## src/rtl/code_playback.sv

```systemverilog
// Replays a column-encoded guess code onto four symbol LEDs, one position at a time,
// with a start/busy/done handshake and a sticky flag for malformed positions.
module code_playback #(
   parameter int ON_CYCLES  = 4,
   parameter int OFF_CYCLES = 2,
   parameter int MAXLEN     = 7
) (
   input  logic              clk,
   input  logic              reset,
   input  logic              start,
   input  logic [0:MAXLEN-1] s1,
   input  logic [0:MAXLEN-1] s2,
   input  logic [0:MAXLEN-1] s3,
   input  logic [0:MAXLEN-1] s4,
   input  logic [3:0]        len,
   output logic              led1,
   output logic              led2,
   output logic              led3,
   output logic              led4,
   output logic [3:0]        pos,
   output logic              busy,
   output logic              done,
   output logic              err
);

   localparam int MAXT = (ON_CYCLES > OFF_CYCLES) ? ON_CYCLES : OFF_CYCLES;
   localparam int TW   = $clog2(MAXT + 1);
   localparam int PW   = (MAXLEN > 1) ? $clog2(MAXLEN) : 1;
   localparam logic [TW-1:0] ON_LAST  = TW'(ON_CYCLES - 1);
   localparam logic [TW-1:0] OFF_LAST = TW'((OFF_CYCLES > 0) ? OFF_CYCLES - 1 : 0);
   localparam logic [3:0]    MAXLEN_L = 4'(MAXLEN);

   typedef enum logic [1:0] {
      IDLE = 2'd0,
      SHOW = 2'd1,
      GAP  = 2'd2,
      FIN  = 2'd3
   } state_t;

   state_t            state_r, state_s;
   logic [TW-1:0]     timer_r, timer_s;
   logic [3:0]        pos_r, pos_s;
   logic [3:0]        len_r, len_s;
   logic [0:MAXLEN-1] s1_r, s2_r, s3_r, s4_r;
   logic [0:MAXLEN-1] s1_s, s2_s, s3_s, s4_s;
   logic [3:0]        col_s;
   logic [3:0]        led_r, led_s;
   logic              busy_r, done_r, err_r, err_s;
   logic              accept_s, show_entry_s;

   function automatic logic [2:0] popcount4(input logic [3:0] v);
      popcount4 = {2'b00, v[3]} + {2'b00, v[2]} + {2'b00, v[1]} + {2'b00, v[0]};
   endfunction

   function automatic logic [3:0] column(input logic [0:MAXLEN-1] a, input logic [0:MAXLEN-1] b,
                                         input logic [0:MAXLEN-1] c, input logic [0:MAXLEN-1] d,
                                         input logic [PW-1:0] k);
      column = {a[k], b[k], c[k], d[k]};
   endfunction

   // Next-state, timer, position and snapshot selection; output values are derived from the next state.
   always_comb begin
      state_s      = state_r;
      timer_s      = timer_r;
      pos_s        = pos_r;
      len_s        = len_r;
      s1_s         = s1_r;
      s2_s         = s2_r;
      s3_s         = s3_r;
      s4_s         = s4_r;
      accept_s     = 1'b0;
      show_entry_s = 1'b0;
      case (state_r)
         IDLE: begin
            if (start) begin
               accept_s = 1'b1;
               s1_s     = s1;
               s2_s     = s2;
               s3_s     = s3;
               s4_s     = s4;
               len_s    = (len > MAXLEN_L) ? MAXLEN_L : len;
               pos_s    = 4'd0;
               timer_s  = {TW{1'b0}};
               if (len_s == 4'd0) begin
                  state_s = FIN;
               end else begin
                  state_s      = SHOW;
                  show_entry_s = 1'b1;
               end
            end else begin
               state_s = IDLE;
            end
         end
         SHOW: begin
            if (timer_r == ON_LAST) begin
               timer_s = {TW{1'b0}};
               if (OFF_CYCLES > 0) begin
                  state_s = GAP;
               end else if (pos_r == len_r - 4'd1) begin
                  state_s = FIN;
               end else begin
                  pos_s        = pos_r + 4'd1;
                  state_s      = SHOW;
                  show_entry_s = 1'b1;
               end
            end else begin
               timer_s = timer_r + 1'b1;
            end
         end
         GAP: begin
            if (timer_r == OFF_LAST) begin
               timer_s = {TW{1'b0}};
               if (pos_r == len_r - 4'd1) begin
                  state_s = FIN;
               end else begin
                  pos_s        = pos_r + 4'd1;
                  state_s      = SHOW;
                  show_entry_s = 1'b1;
               end
            end else begin
               timer_s = timer_r + 1'b1;
            end
         end
         FIN: begin
            state_s = IDLE;
         end
         default: begin
            state_s = IDLE;
         end
      endcase

      col_s = column(s1_s, s2_s, s3_s, s4_s, pos_s[PW-1:0]);
      if (state_s == SHOW) begin
         led_s = col_s;
      end else begin
         led_s = 4'b0000;
      end
      // A malformed position is flagged on the cycle its symbols first appear.
      if (show_entry_s && (popcount4(col_s) != 3'd1)) begin
         err_s = 1'b1;
      end else if (accept_s) begin
         err_s = 1'b0;
      end else begin
         err_s = err_r;
      end
   end

   // State, snapshot and registered output update.
   always_ff @(posedge clk or posedge reset) begin
      if (reset) begin
         state_r <= IDLE;
         timer_r <= {TW{1'b0}};
         pos_r   <= 4'd0;
         len_r   <= 4'd0;
         s1_r    <= {MAXLEN{1'b0}};
         s2_r    <= {MAXLEN{1'b0}};
         s3_r    <= {MAXLEN{1'b0}};
         s4_r    <= {MAXLEN{1'b0}};
         led_r   <= 4'b0000;
         busy_r  <= 1'b0;
         done_r  <= 1'b0;
         err_r   <= 1'b0;
      end else begin
         state_r <= state_s;
         timer_r <= timer_s;
         pos_r   <= pos_s;
         len_r   <= len_s;
         s1_r    <= s1_s;
         s2_r    <= s2_s;
         s3_r    <= s3_s;
         s4_r    <= s4_s;
         led_r   <= led_s;
         busy_r  <= (state_s == SHOW) || (state_s == GAP);
         done_r  <= (state_s == FIN);
         err_r   <= err_s;
      end
   end

   assign led1 = led_r[3];
   assign led2 = led_r[2];
   assign led3 = led_r[1];
   assign led4 = led_r[0];
   assign pos  = pos_r;
   assign busy = busy_r;
   assign done = done_r;
   assign err  = err_r;

endmodule

```

## config.mk

```make
export PLATFORM = sky130hd
export DESIGN_NAME = code_playback
export DESIGN_NICKNAME = d
export VERILOG_FILES = /design/src/rtl/code_playback.sv
export SDC_FILE = /design/constraint.sdc
export NUM_CORES = 1
export LEC_CHECK = 0
export ABC_AREA = 1
export BUFFER_PORTS_ARGS = -buffer_cell sky130_fd_sc_hd__buf_2
export CELL_PAD_IN_SITES_DETAIL_PLACEMENT = 0
export CELL_PAD_IN_SITES_GLOBAL_PLACEMENT = 2
export CORE_UTILIZATION = 29
export DETAILED_ROUTE_END_ITERATION = 7
export PLACE_DENSITY_LB_ADDON = 0.1
export RECOVER_POWER = 100
export SYNTH_ARGS = -nofsm -noshare
export SYNTH_HDL_FRONTEND = slang
export SYNTH_SLANG_ARGS = --single-unit
```

## constraint.sdc

```tcl
create_clock -name clk -period 2.95 [get_ports clk]
set_input_delay 0.295 -clock clk [delete_from_list [all_inputs] [get_ports clk]]
set_output_delay 0.295 -clock clk [all_outputs]
set_load 0.1 [all_outputs]
```

==> impl_metrics.csv <==
group,metric,value,unit
route,topRoutingLayerUsed,"met4",
clock_network,clock_sinks,48,
timing,setup_slack,-0.103,ns
global_route,grt_overflow,0,
critical_path,path_common_cell,"nand2_2",
timing,slew_headroom,21.6,%
flow_run,cap_violations,0,
logic_synthesis,netlist_area,2600,sq um
die,dieArea,9360,sq um
pwr,power_density,350,nW/um^2
route,wl_per_cell,13.0,microns
finish,final_util,41.8,%
logic_synthesis,synth_seq_area_share,46.2,%
global_route,grt_pass1_wl,11700,microns
die,rows,34,
clock_network,root_buffer,"clkbuf_8",
hold_path,hp-class,"in -> reg",
placement,dp.final_hpwl,5090,microns
critical_path,crit_type,"reg -> reg",
global_route,antenna_found_initial,0,
placement,io_buffers,45,
route,drc_errors,0,
finish,drive_above_1_share,38.6,%
route,wl_met3,151,microns
timing,maxSlewViolCount,0,
route,antenna_left,0,
die,core,8720,sq um
die,die_x,96.7,microns
logic_synthesis,avgSynthCellArea,7.91,sq um
route,num_vias,2389,
route,routed_wl,6870,microns
clock_network,cts_tree,"yes",
run_status,failed_checks,"setup timing",
logic_synthesis,yosys_warnings,0,
finish,syn2layout_area_growth,40.2,%
placement,place_inst,509,
timing,finClkSkew,0.00278,ns
placement,gp_congestion,0.822,
timing,tightest_slew,1.18,ns
timing,hold_viol_final,0,
clock_network,htree_levels,2,
timing,rsz0062_at_grt,"yes",
clock_network,cts-hold-fix-buffers,0,
die,start_util,29.8,%
global_route,grt_max_degree,37,
global_route,grt_pass1_vias,2397,
critical_path,critPathRequiredTime,3.14,ns
route,firstDrtPassIters,4,
die,fp.dieH,96.7,microns
clock_network,clockBufferDepth,2,
clock_network,numCtsBuffers,5,
critical_path,critPathSlowestCell,"fa_1",
logic_synthesis,synth.distinct_cells,31,
logic_synthesis,synth-seq-cells,48,
global_route,grt.total_usage,15.7,%
route,wl_met1,3210,microns
timing,max_freq,0.328,GHz
critical_path,cpPeakStageDelay,0.52,ns
finish,layout.nets,471,
timing,holdWs,0.212,ns
critical_path,path_cells,"inv_2 -> ha_4 -> inv_2 -> nand2_2 -> nand2_2 -> nor2_4 -> nand4_1 -> nand2_1 -> nand2_2 -> nand2_8 -> nand2_1 -> nand3_2 -> nand2_2 -> fa_1 -> ha_4 -> ha_4 -> o31ai_4 -> nand2_1",
timing,post-route-period-util,104,%
critical_path,cp-end-kind,"flip-flop",
clock_network,clkTransAtPathRegs,0.09,ns
logic_synthesis,syn_nets,379,
route,drt-initial-drc-count,48,
run_status,status,"finished, violations left",
critical_path,arrival,3.25,ns
finish,n_antenna_cell,0,
timing,tns,-0.103,ns
die,ios,46,
route,viasPerCell,4.51,
critical_path,crit_fanout,8,
critical_path,start_kind,"flip-flop",
timing,period_needed,3.05,ns
timing,setup_viol,1,
route,dr_wl_met2,3460,microns
pwr,peakVddDrop,0.144,mV
clock_network,clkLatencyLatePin,0.30,ns
finish,layout_commonest_cell,"nand2_1",
logic_synthesis,syn-instance-count,329,
pwr,p_leak,1.91,nW
finish,post_layout_nonfiller_instances,530,
finish,final_cell_mix,"nand2_1, dfrtp_1, buf_4, buf_2, nand3_2",
[where the power goes]
group	internal, W	switching, W	total [W]
combinational	0.0000849	0.000115	0.000200
clock	0.000188	0.000228	0.000416
sequential	0.000661	0	0.000661
[synth_stat cells]
library cell / instances / area share [%]
clkbuf_1: 4 / 0.58
a21oi_1: 6 / 1.2
buf_6: 1 / 0.43
mux2i_1: 1 / 0.38
nand3_2: 2 / 0.77
nor4_1: 1 / 0.24
nand3b_1: 1 / 0.29
nand2_1: 128 / 18
nand4_1: 4 / 0.96
or2_2: 4 / 0.96
o31ai_1: 2 / 0.58
inv_4: 1 / 0.24
ha_1: 14 / 6.7
buf_4: 2 / 0.58
nor2_4: 1 / 0.43
xor2_1: 1 / 0.34
fa_1: 1 / 0.77
o211ai_1: 1 / 0.29
nand2_2: 3 / 0.72
clkinv_1: 1 / 0.14
a22oi_1: 1 / 0.29
dfrtp_1: 48 / 46
nor2_1: 8 / 1.2
inv_1: 27 / 3.9
nand2_4: 2 / 0.87
o21ai_0: 18 / 3.5
inv_2: 5 / 0.72
nand3_4: 1 / 0.67
o22ai_1: 1 / 0.24
buf_2: 3 / 0.58
nand3_1: 36 / 6.9
[per-stage QoR]
step                      power [W]  worst slack [ns]  instance area, sq um
after global placement     0.000833            -0.193                  3240
final                       0.00128            -0.103                  3650
after CTS                   0.00128            -0.157                  3560
after global routing        0.00134            -0.275                  3650
after floorplan            0.000765          0.000320                  2650
after detailed placement   0.000833            -0.239                  3240
[layout make-up]
cell class | count | area (sq um)
Clock buffer | 6 | 82.6
Sequential cell | 48 | 1220
Tap cell | 108 | 135
Timing Repair Buffer | 94 | 592
Multi-Input combinational cell | 238 | 1480
Inverter | 34 | 135
Fill cell | 917 | 5070
Clock inverter | 2 | 10.0
[final timing paths]
kind                                 to  slack (ns)  depth (start not counted)     start
worst max-delay path                err       -0.10                         18  len_r[1]
worst min-delay path            s3_r[0]        0.21                          3     s3[0]
worst max register to register      err       -0.10                         18  len_r[1]
worst min register to register  s2_r[1]        0.48                          2   s2_r[1]
max in group asynchronous       s4_r[0]        1.09                          3     reset
min in group asynchronous       s4_r[3]        0.24                          2     reset
[worst max-delay path, delay by kind of cell (launching register included)]
kind,cells,cell delay [ns]
and+or+nand+nor,11,1.11
buffers and inverters,2,0.09
DFF,1,0.37
adders and majority gates,4,1.21
AOI/OAI and AO/OA,1,0.16
[per-layer routing]
layer	vias to the layer above	global-route usage, %
li1	1233	-
met1	1122	20.3
met2	30	27.4
met3	4	2.31
met4	0	3.79
met5	-	0
[logic make-up after synthesis]
family                   count (synthesis)  share of synthesized area (%)
AND/OR/NAND/NOR                        191                           32.5
flip-flops                              48                           46.2
buffers and inverters                   44                           7.16
AO/OA/AOI/OAI                           29                           6.01
adder cells (fa/ha/maj)                 15                           7.50
XOR/XNOR                                 1                          0.337
multiplexers                             1                          0.385
[what timing repair did]
| action | 4_1_cts | 5_1_grt |
|---|---|---|
| buffers inserted | 8 | 5 |
| cloned | 1 | 0 |
| hold endpoints to repair | 0 | 0 |
| gates resized for setup | 37 | 21 |
| pin swaps | 27 | 26 |
| endpoints found under the setup margin | 1 | 1 |
[registers in the layout (all words and copies together) (netlist names)]
name,cells
led_r,4
len_r,4
timer_r,3
s1_r,7
s2_r,7
s3_r,7
state_r,2
done,1
pos,4
err,1
busy,1
s4_r,7
Power figures use the tool's default switching activity.
